$ cat src/rtl/updown_mod_counter.sv
// updown_mod_counter
//
// Up/down counter with a programmable modulus. It supports parallel load,
// synchronous clear and a count enable. Each end of the range either wraps
// or saturates. It reports terminal count, a one-cycle wrap pulse and a
// sticky overflow flag.
//
// Parameters
//   WIDTH    : counter width in bits (2..32)
//   MODULO   : count range is 0..MODULO-1 (2..2^WIDTH)
//   SATURATE : 0 = wrap at the range ends, 1 = hold at the range ends
//
// Ports
//   clk      : rising-edge clock
//   reset    : asynchronous active-high reset, clears all state
//   clear    : synchronous clear of out, wrap and ovf
//   load     : synchronous parallel load of load_val (clamped to MODULO-1)
//   load_val : value to load
//   en       : count enable
//   up       : direction, 1 = increment, 0 = decrement
//   out      : registered count value
//   tc       : combinational terminal count for the current direction
//   wrap     : registered one-cycle pulse marking a wrap
//   ovf      : registered sticky overflow/underflow flag
module updown_mod_counter #(
  parameter int unsigned     WIDTH    = 8,
  parameter longint unsigned MODULO   = 256,
  parameter bit              SATURATE = 1'b0
) (
  input  logic             clk,
  input  logic             reset,
  input  logic             clear,
  input  logic             load,
  input  logic [WIDTH-1:0] load_val,
  input  logic             en,
  input  logic             up,
  output logic [WIDTH-1:0] out,
  output logic             tc,
  output logic             wrap,
  output logic             ovf
);

  // The modulus is held in WIDTH+1 bits so that MODULO = 2^WIDTH still fits.
  localparam logic [WIDTH:0]   L_MOD     = (WIDTH+1)'(MODULO);
  localparam logic [WIDTH:0]   L_MAX     = (WIDTH+1)'(MODULO - 64'd1);
  localparam logic [WIDTH-1:0] L_MAX_OUT = WIDTH'(MODULO - 64'd1);

  logic [WIDTH-1:0] r_out;
  logic             r_wrap;
  logic             r_ovf;

  logic [WIDTH-1:0] w_next_out;
  logic             w_next_wrap;
  logic             w_next_ovf;
  logic             w_at_max;
  logic             w_at_zero;
  logic             w_load_ok;

  assign w_at_max  = ({1'b0, r_out} == L_MAX);
  assign w_at_zero = (r_out == '0);
  assign w_load_ok = ({1'b0, load_val} < L_MOD);

  // Next-state selection in priority order: clear, then load, then count.
  // The wrap pulse defaults low, so it lasts only for the edge that wrapped.
  always_comb begin
    w_next_out  = r_out;
    w_next_wrap = 1'b0;
    w_next_ovf  = r_ovf;
    if (clear) begin
      w_next_out = '0;
      w_next_ovf = 1'b0;
    end else if (load) begin
      w_next_out = w_load_ok ? load_val : L_MAX_OUT;
    end else if (en) begin
      if (up) begin
        if (w_at_max) begin
          w_next_ovf = 1'b1;
          if (!SATURATE) begin
            w_next_out  = '0;
            w_next_wrap = 1'b1;
          end
        end else begin
          w_next_out = r_out + WIDTH'(1);
        end
      end else begin
        if (w_at_zero) begin
          w_next_ovf = 1'b1;
          if (!SATURATE) begin
            w_next_out  = L_MAX_OUT;
            w_next_wrap = 1'b1;
          end
        end else begin
          w_next_out = r_out - WIDTH'(1);
        end
      end
    end
  end

  // State register. Reset clears everything without waiting for a clock edge.
  always_ff @(posedge clk or posedge reset) begin
    if (reset) begin
      r_out  <= '0;
      r_wrap <= 1'b0;
      r_ovf  <= 1'b0;
    end else begin
      r_out  <= w_next_out;
      r_wrap <= w_next_wrap;
      r_ovf  <= w_next_ovf;
    end
  end

  // Terminal count follows the direction input immediately.
  assign tc   = up ? w_at_max : w_at_zero;
  assign out  = r_out;
  assign wrap = r_wrap;
  assign ovf  = r_ovf;

endmodule

$ cat config.mk
export PLATFORM = sky130hd
export DESIGN_NAME = updown_mod_counter
export DESIGN_NICKNAME = d
export VERILOG_FILES = /design/src/rtl/updown_mod_counter.sv
export SDC_FILE = /design/constraint.sdc
export NUM_CORES = 1
export LEC_CHECK = 0
export ABC_CLOCK_PERIOD_IN_PS = 4600
export CORE_ASPECT_RATIO = 1.4
export CORE_MARGIN = 4
export CORE_UTILIZATION = 30
export CTS_CLUSTER_SIZE = 14
export DETAILED_ROUTE_END_ITERATION = 10
export PLACE_DENSITY = 0.63
export SETUP_SLACK_MARGIN = 0.5
export SYNTH_ARGS = -nofsm -noshare
export SYNTH_HDL_FRONTEND = slang
export SYNTH_SLANG_ARGS = --single-unit
$ cat constraint.sdc
create_clock -name clk -period 4.6 [get_ports clk]
set_input_delay 1.15 -clock clk [delete_from_list [all_inputs] [get_ports clk]]
set_output_delay 1.15 -clock clk [all_outputs]
set_load 0.01 [all_outputs]
==> results of run 1 <==
-- state kept, by name, indices dropped and copies added, names as in the netlist --
| register | count |
|---|---|
| out | 8 |
| ovf | 1 |
| wrap | 1 |
-- report_power, final --
group	switching (uW)	internal [uW]	leakage, uW	total [uW]
Combinational	44.6	52.2	0.000305	96.8
Sequential	19.2	93.5	0.000133	113
Clock	43.3	75.9	0.0000288	119
Total	107	222	0.000467	329
-- metrics by stage --
step	util, %	hold WS (ns)	std cells	setup slack, ns	power [uW]
floorplan	-	0.541	127	1.51	181
global placement	36.2	0.501	179	0.810	210
detailed placement	36.2	0.513	179	0.791	211
CTS	37.8	0.521	183	0.791	331
global route	37.8	0.568	183	0.715	349
finish	37.8	0.514	183	0.795	329
-- cell families after synthesis --
logic type               Yosys count  share of synthesized area [%]
adder cells (fa/ha/maj)            3                           3.62
multiplexers                       2                           1.93
buffers and inverters             22                           15.1
XOR/XNOR                           3                           2.54
AO/OA/AOI/OAI                     40                           23.8
flip-flops                        10                           24.2
AND/OR/NAND/NOR                   47                           28.9
-- metal layers --
metal  GRT usage (%)  up-vias
met5               0        -
met4            6.26        0
met3            1.83        5
met2            21.9       41
met1            15.4      480
li1                -      497
-- worst register-to-register path, cell delays in order (launching register included) --
cell	delay [ns]
dfrtp_1	0.48
inv_1	0.17
ha_1	0.21
nor3b_2	0.31
a2111oi_1	0.13
or4_1	0.51
a21oi_1	0.15
-- layout by cell type (no fill, tap or decap), drive strengths merged, types with 2 or more instances in the layout --
master and n:
clkdlybuf4s50 24, a21oi 17, dfrtp 10, inv 9, o21ai 9, nand2 8
nor4 5, nor3 5, nor2 4, nand3 4, clkbuf 4, nor3b 4
nand4 3, a211oi 3, ha 3, nand2b 2, and2 2, xnor2 2
mux2i 2, nor2b 2, or4 2
-- worst min-delay path by stage --
stage / startpoint / end / slack (ns)
3_3_place_gp: ovf / ovf / 0.50
6_report: ovf / ovf / 0.51
4_1_cts: ovf / ovf / 0.52
2_1_floorplan: ovf / ovf / 0.54
5_1_grt: ovf / ovf / 0.57
3_5_place_dp: ovf / ovf / 0.51
-- final cells by class --
type / instances / area [sq um] / area share [%]
Multi-Input combinational cell: 95 / 629 / 49.7
Sequential cell: 10 / 250 / 19.8
Timing Repair Buffer: 25 / 248 / 19.6
Clock buffer: 4 / 55.1 / 4.35
Tap cell: 40 / 50.0 / 3.95
Inverter: 9 / 33.8 / 2.67
==> metrics.csv, run 1 <==
stage,metric,value,unit
run_status,status,completed,
layout,Layout area overhead,22.2,%
synthesis,syn_area_per_cell,8.16,sq um
sta,Period minus WS final,3.81,ns
synthesis,share of the yosys chip area belonging to registers,24.2,%
critical_path,critical path's top delay family,buffers and inverters,
drt,aggregate routed wire length,2.72,mm
synthesis,number of enable flip-flop cells after synthesis,0,
critical_path,Crit path required time,3.45,ns
critical_path,FF-to-FF setup slack,2.55,ns
clock_network,setup repair bufs after CTS,0,
global_route,pin count of the biggest net entering global routing,20,
clock_network,CTS tree,yes,
clock_network,number of CTS-inserted buffers,3,
sta,"Hold Vio Cnt, Final",0,
synthesis,Cell variety after synth,46,
worst_hold_path,number of instances on the worst hold path,2,
synthesis,Mapped Area,1040,sq um
critical_path,Critical Path Max Stage Delay,0.55,ns
layout,Finished Cell Area,1270,sq um
sta,Pins Over Slew Limit,0,
drt,Vias,1023,
power,P_leak,0.000467,uW
drt,metal2 WL,1.42,mm
global_route,gr ovfl total,0,
critical_path,critical path launch point type,input port,
critical_path,CP max stage cell,clkdlybuf4s50_1,
critical_path,Crit. Startpoint,up,
drt,DR WL/cell,14.8,um
power,Max VDD drop,0.000229,V
critical_path,Setup CP Type,input port to output pin,
floorplanning,Die Wd,57.7,um
critical_path,Crit path arrival time,2.66,ns
synthesis,Syn Nets,144,
drt,Detail Route Antenna Nets,0,
critical_path,Critical Path Most Common Cell,clkdlybuf4s50_1,
critical_path,worst reg2reg startpoint,out[0],
sta,Least-Margin Pin Slew,0.671,ns
floorplanning,row count,25,
floorplanning,die height,77.5,um
placement,GP Congestion,0.832,
power,P per Cell Area,260,nW/um^2
clock_network,root buf cell,clkbuf_8,
critical_path,RR Endpoint,out[2],
clock_network,post-cts sizing count,0,
clock_network,Clock Tree Buf Depth,2,
floorplanning,Initial Util,31.0,%
floorplanning,Core ar.,3350,sq um
clock_network,Hold Buf Count CTS,0,
drt,met3 wire length,144,um
synthesis,asr flop ratio synth,100,%
drt,DR pass1 iterations,4,
sta,max_slew headroom,55.1,%
layout,n_diodes,0,
global_route,gr usage total,12.9,%
layout,layout filler cell count,340,
drt,uppermost layer routed,met4,
synthesis,register bit total from synthesis,10,
sta,RSZ-0062 raised after global routing,no,
sta,final period utilization,82.7,%
synthesis,Yosys top cell by area,dfrtp_1,
critical_path,Stages on worst setup path,5,
critical_path,crit path buf inv count,2,
critical_path,crit-path max FO,5,
drt,Via density,5.59,
critical_path,r2r worst-path depth,6,
critical_path,CP Cell Sequence,clkdlybuf4s50_1 -> nand4_1 -> nor2_1 -> or2_2 -> clkdlybuf4s50_1,
global_route,vias in the first global route,967,
clock_network,Sink Count,10,
sta,final setup TNS,0,ns
placement,Port Buffers,24,
critical_path,Worst setup EP type,output pin,
critical_path,Worst Setup EP,tc,
sta,fmax,0.263,GHz
placement,dpl hpwl,2.00,mm
synthesis,"count leader, synth",a21oi_1,
drt,DR iter-0 viols,29,
floorplanning,num ports,25,
global_route,first-pass GRT wire length,4.53,mm
sta,Worst Skew,0.00195,ns
clock_network,clock latency on the worst-skew pair,0.25,ns
synthesis,Post-synth top cells,"a21oi_1, dfrtp_1, inv_1, nand2_1, o21ai_0",
job,max-cap violations,0,
sta,final setup vio count,0,
layout,share of cells above drive strength 1,9.09,%
placement,Post-DP Area,1210,sq um
floorplanning,full die area,4470,sq um
synthesis,top cell type's share of synthesized area,24.2,%
layout,Final Net Count,161,
drt,DR DRC count,0,
global_route,initial antenna violation count,0,
drt,M1 WL,1.10,mm
clock_network,clock slew at reported path FFs,0.05,ns
worst_hold_path,Hold Crit Class,flop to flop,
synthesis,Yosys Warn Count,0,
clock_network,H-tree levels,1,
synthesis,Area contributors post-synth,"dfrtp_1, a21oi_1, clkbuf_8",
synthesis,ys flop type,dfrtp_1,
synthesis,Post-Synthesis Cells,127,
Note: power is estimated with default switching activity, not from simulation.
==> inputs of run 2 (changes only) <==
ABC_CLOCK_PERIOD_IN_PS = 3600   (was 4600)
clock period = 3.6 ns   (was 4.6 ns; I/O delays follow)
==> run 2 against run 1 <==
Effect of this change:
- critical path depth is the same
- setup slack got worse by 0.21 ns
- design area up 2.6%
- sequential power increased by 14%
- non-clock buffer count increased by 6
- worst hold slack better by 0.0030 ns
- combinational power increased by 54%
- sequential share of layout area shrank 0.30 points
- core utilization rose by 0.97 points
- via count rose by 5.5%
- die area did not move
- flip-flop and latch count stayed put
- largest power group is now combinational cells
==> metrics.csv, run 2 (synthesized netlist as in run 1, its figures left out) <==
stage,metric,value,unit,change
run_status,status,completed,,
placement,GP Congestion,0.853,,+2.5%
layout,Layout Utilization,38.8,%,+0.97 points
sta,fmax,0.331,GHz,
layout,share of cells above drive strength 1,14.2,%,+5.1 points
floorplanning,Initial Util,31.0,%,unchanged
critical_path,Crit path required time,2.70,ns,-0.75 ns
worst_hold_path,Hold Crit Class,flop to flop,,
clock_network,root buf cell,clkbuf_8,,
drt,Vias,1079,,+5.5%
sta,max_slew headroom,71.3,%,+16 points
global_route,gr ovfl total,0,,unchanged
floorplanning,die height,77.5,um,unchanged
sta,"Hold Vio Cnt, Final",0,,unchanged
clock_network,Hold Buf Count CTS,0,,unchanged
critical_path,r2r worst-path depth,6,,unchanged
floorplanning,row count,25,,unchanged
sta,final period utilization,83.8,%,
sta,PnR worst setup slack,0.582,ns,-0.213 ns
clock_network,H-tree levels,1,,unchanged
drt,Via density,5.74,,+2.7%
drt,DR pass1 iterations,4,,unchanged
clock_network,Sink Count,10,,unchanged
sta,Period minus WS final,3.02,ns,
layout,Layout area overhead,25.4,%,
critical_path,critical path's top delay family,buffers and inverters,,
worst_hold_path,number of instances on the worst hold path,2,,unchanged
global_route,initial antenna violation count,0,,unchanged
clock_network,CTS tree,yes,,
layout,"most common cell after layout, fill and taps aside",clkdlybuf4s50_1,,
power,Max VDD drop,0.000239,V,+4.3%
layout,Final Net Count,167,,+3.7%
clock_network,number of CTS-inserted buffers,3,,unchanged
sta,final setup vio count,0,,unchanged
layout,layout filler cell count,322,,-5.3%
critical_path,Critical Path Max Stage Delay,0.45,ns,-0.10 ns
critical_path,crit path buf inv count,2,,unchanged
placement,Port Buffers,24,,unchanged
critical_path,Crit path arrival time,2.12,ns,-0.54 ns
critical_path,Worst setup EP type,output pin,,
drt,Detail Route Antenna Nets,0,,unchanged
global_route,vias in the first global route,1020,,+5.5%
clock_network,Clock Tree Buf Depth,2,,unchanged
critical_path,Setup CP Type,input port to output pin,,
critical_path,CP Cell Sequence,clkdlybuf4s50_1 -> nand4_1 -> nor2_1 -> or2_2 -> dlygate4sd2_1,,
critical_path,CP max stage cell,clkdlybuf4s50_1,,
drt,aggregate routed wire length,2.91,mm,+7.1%
layout,most frequent cells in the layout,"clkdlybuf4s50_1, a21oi_1",,
power,P per Cell Area,307,nW/um^2,+18%
floorplanning,full die area,4470,sq um,unchanged
sta,Worst Skew,0.00456,ns,+0.00261 ns
floorplanning,Core ar.,3350,sq um,unchanged
global_route,first-pass GRT wire length,4.78,mm,+5.5%
sta,final setup TNS,0,ns,unchanged
global_route,pin count of the biggest net entering global routing,18,,-10%
drt,DR DRC count,0,,unchanged
sta,hold_ws,0.517,ns,+0.00300 ns
job,max-cap violations,0,,unchanged
critical_path,critical path launch point type,input port,,
placement,dpl hpwl,2.20,mm,+9.7%
floorplanning,Die Wd,57.7,um,unchanged
clock_network,clock slew at reported path FFs,0.05,ns,about the same
sta,RSZ-0062 raised after global routing,no,,
clock_network,clock latency on the worst-skew pair,0.24,ns,about the same
drt,DR iter-0 viols,86,,+200%
critical_path,crit-path max FO,3,,-2
sta,Pins Over Slew Limit,0,,unchanged
sta,Least-Margin Pin Slew,0.430,ns,-0.240 ns
placement,Setup WS pre-CTS,0.344,ns,-0.447 ns
drt,DR WL/cell,15.5,um,+4.2%
power,P_leak,0.000492,uW,+5.3%
critical_path,Stages on worst setup path,5,,unchanged
floorplanning,num ports,25,,unchanged
power,Tot Pwr,399,uW,+21%
layout,max FFs per register,8,,unchanged
clock_network,setup repair bufs after CTS,0,,unchanged
layout,n_diodes,0,,unchanged
global_route,gr usage total,13.2,%,+0.36 points
## run 2: path summary, 6_finish.rpt
| check | to | start | slack (ns) |
|---|---|---|---|
| max | tc | up | 0.58 |
| min | ovf | ovf | 0.52 |
| max reg2reg | out[2] | out[0] | 1.66 |
| min reg2reg | ovf | ovf | 0.52 |
| max in group asynchronous | out[1] | reset | 2.32 |
| min in group asynchronous | wrap | reset | 0.96 |
## run 2: routing by layer
metal  vias up  GRT usage [%]  wire length, um
li1        509              -                -
met1       494           16.1             1120
met2        66           22.5             1500
met3        10           2.16              220
met4         0           5.57               72
met5         -              0                0
## run 2: area by class of cell
cell class / instances / area [sq um] / area share, %
Sequential cell: 10 / 253 / 19.5
Timing Repair Buffer: 31 / 292 / 22.4
Tap cell: 40 / 50.0 / 3.85
Multi-Input combinational cell: 95 / 629 / 48.5
Inverter: 9 / 33.8 / 2.60
Clock buffer: 3 / 41.3 / 3.18
## run 2: metrics by stage
stage,instance area [sq um],std cells
after floorplan,1040,127
after global placement,1260,185
after detailed placement,1260,185
after CTS,1300,188
after global routing,1300,188
final,1300,188
## run 2: repair_timing
item                       4_1_cts  5_1_grt
setup endpoints to repair        1        1
cloned                           0        0
hold endpoints to repair         0        0
gates resized for setup          3        1
## run 2: report_power, final
part | leakage, uW | internal, uW | total [uW] | switching, uW
clock | 0.0000216 | 73.6 | 120 | 46.8
combinational | 0.000340 | 72.6 | 149 | 76.3
sequential | 0.000130 | 120 | 129 | 9.24
total | 0.000492 | 266 | 399 | 132
## run 2: tightest hold or removal path, cell delays in order, from the launching register on
cell and delay (ns):
dfrtp_1 0.37, inv_1 0.05, a21oi_1 0.05
==> inputs of run 3 (changes only) <==
ABC_CLOCK_PERIOD_IN_PS = 2700   (was 3600)
PLACE_DENSITY = 0.65   (was 0.63)
clock period = 2.7 ns   (was 3.6 ns; I/O delays follow)
==> run 3 against run 2 <==
Effect of this change:
- non-clock buffer count rose by 11
- count of clock-buffer cells in the layout rose by 1
- die area did not move
- total power rose by 50%
- global-route usage rose by 1.4 points
- design area rose by 10%
- clock skew rose by 0.0019 ns
- flip-flop and latch count did not move
- largest power group unchanged
==> metrics.csv, run 3 (synthesized netlist as in run 1, its figures left out) <==
stage,metric,value,unit,change
run_status,status,completed,,
power,Max VDD drop,0.000228,V,-4.8%
critical_path,critical path launch point type,input port,,
clock_network,root buf cell,clkbuf_8,,
drt,DR WL/cell,15.8,um,+1.9%
floorplanning,num ports,25,,unchanged
layout,Layout area overhead,38.3,%,
floorplanning,die height,77.5,um,unchanged
sta,Period minus WS final,2.37,ns,
critical_path,crit-path max FO,2,,-1
sta,Worst Skew,0.00649,ns,+0.00193 ns
global_route,pin count of the biggest net entering global routing,19,,+1
power,Tot Pwr,599,uW,+50%
layout,"most common cell after layout, fill and taps aside",clkdlybuf4s50_1,,
drt,Detail Route Antenna Nets,0,,unchanged
floorplanning,full die area,4470,sq um,unchanged
sta,Pins Over Slew Limit,0,,unchanged
floorplanning,Core ar.,3350,sq um,unchanged
clock_network,number of CTS-inserted buffers,3,,unchanged
job,max-cap violations,0,,unchanged
placement,Port Buffers,24,,unchanged
drt,aggregate routed wire length,3.15,mm,+8.4%
layout,n_diodes,0,,unchanged
critical_path,Setup CP Type,input port to output pin,,
drt,DR iter-0 viols,53,,-38%
clock_network,clock latency on the worst-skew pair,0.24,ns,about the same
worst_hold_path,Hold Crit Class,flop to flop,,
floorplanning,Die Wd,57.7,um,unchanged
drt,DR pass1 iterations,4,,unchanged
drt,Vias,1104,,+2.3%
power,P_leak,0.000558,uW,+13%
layout,share of cells above drive strength 1,23.1,%,+8.9 points
clock_network,CTS tree,yes,,
drt,DR DRC count,0,,unchanged
critical_path,FF-to-FF setup slack,0.87,ns,-0.79 ns
global_route,first-pass GRT wire length,5.02,mm,+4.9%
global_route,vias in the first global route,1048,,+2.7%
floorplanning,Initial Util,31.0,%,unchanged
layout,max FFs per register,8,,unchanged
global_route,gr usage total,14.7,%,+1.4 points
placement,GP Congestion,0.857,,+0.56%
critical_path,Worst setup EP type,output pin,,
layout,most frequent cells in the layout,"clkdlybuf4s50_1, buf_4, a21oi_1",,
sta,Least-Margin Pin Slew,0.455,ns,+0.0243 ns
clock_network,clock slew at reported path FFs,0.06,ns,about the same
power,P per Cell Area,418,nW/um^2,+36%
sta,fmax,0.422,GHz,
layout,Final Net Count,178,,+6.6%
global_route,initial antenna violation count,0,,unchanged
clock_network,Hold Buf Count CTS,0,,unchanged
sta,RSZ-0062 raised after global routing,yes,,
drt,Via density,5.52,,-3.8%
clock_network,Sink Count,10,,unchanged
clock_network,Clock Tree Buf Depth,2,,unchanged
sta,final period utilization,87.9,%,
global_route,gr ovfl total,0,,unchanged
sta,max_slew headroom,69.6,%,-1.7 points
critical_path,Crit path required time,2.03,ns,-0.67 ns
floorplanning,row count,25,,unchanged
sta,hold_ws,0.507,ns,-0.00998 ns
layout,layout filler cell count,329,,+2.2%
placement,dpl hpwl,2.27,mm,+3.1%
sta,final setup vio count,0,,unchanged
sta,"Hold Vio Cnt, Final",0,,unchanged
clock_network,H-tree levels,1,,unchanged
critical_path,Crit path arrival time,1.70,ns,-0.42 ns
[run 3: cell count changes in the layout (fill, tap and decap cells not counted), moves of 2 or more]
cell | previous run | this run
ha_1 | 3 | 1
dfrtp_2 | 2 | 0
dfrtp_1 | 8 | 10
buf_4 | 7 | 18
[run 3: area by class of cell]
type	instances	area, sq um	area share (%)
clock buffer	4	55.1	3.84
timing repair buffer	42	377	26.3
multi-input combinational	95	664	46.4
sequential	10	250	17.5
tap	40	50.0	3.49
inverter	9	36.3	2.53
[run 3: report_power, final]
part / switching, uW / total (uW) / internal [uW]
combinational: 118 / 235 / 117
sequential: 6.21 / 166 / 160
clock: 69.4 / 198 / 129
[run 3: worst paths after layout]
path / start / to / cells after the start
worst max-delay path: up / tc / 5
worst min-delay path: ovf / ovf / 2
worst max register to register: out[5] / out[2] / 5
worst min register to register: ovf / ovf / 2
max in group asynchronous: reset / out[3] / 2
min in group asynchronous: reset / out[7] / 2
[run 3: repair_timing]
action	4_1_cts	5_1_grt
endpoints found under the setup margin	1	2
pin swaps	3	3
buffers inserted	3	1
resized for setup	7	2
[run 3: stage by stage]
| stage | setup slack [ns] | utilization [%] | setup TNS [ns] | cell area [sq um] | std cells |
|---|---|---|---|---|---|
| floorplan | 0.505 | - | 0 | 1070 | 127 |
| global placement | -0.0532 | 39.6 | -0.0532 | 1330 | 192 |
| detailed placement | -0.0970 | 39.6 | -0.0970 | 1330 | 192 |
| CTS | 0.342 | 42.3 | 0 | 1420 | 199 |
| global route | 0.285 | 42.8 | 0 | 1430 | 200 |
| finish | 0.328 | 42.8 | 0 | 1430 | 200 |
[run 3: metal layers]
layer  vias up  routed length, um  part of all wire (%)  GRT usage (%)
li1        531                  -                     -              -
met1       526               1250                    40           15.8
met2        40               1650                    52           26.5
met3         7                172                   5.5           2.66
met4         0                 78                   2.5           7.19
met5         -                  0                     0              0
[run 3: worst max-delay path, stage by stage]
cell and delay (ns):
clkdlybuf4s50_1 0.49, nand4_1 0.15, nor2_2 0.15, or2_4 0.14, buf_6 0.09
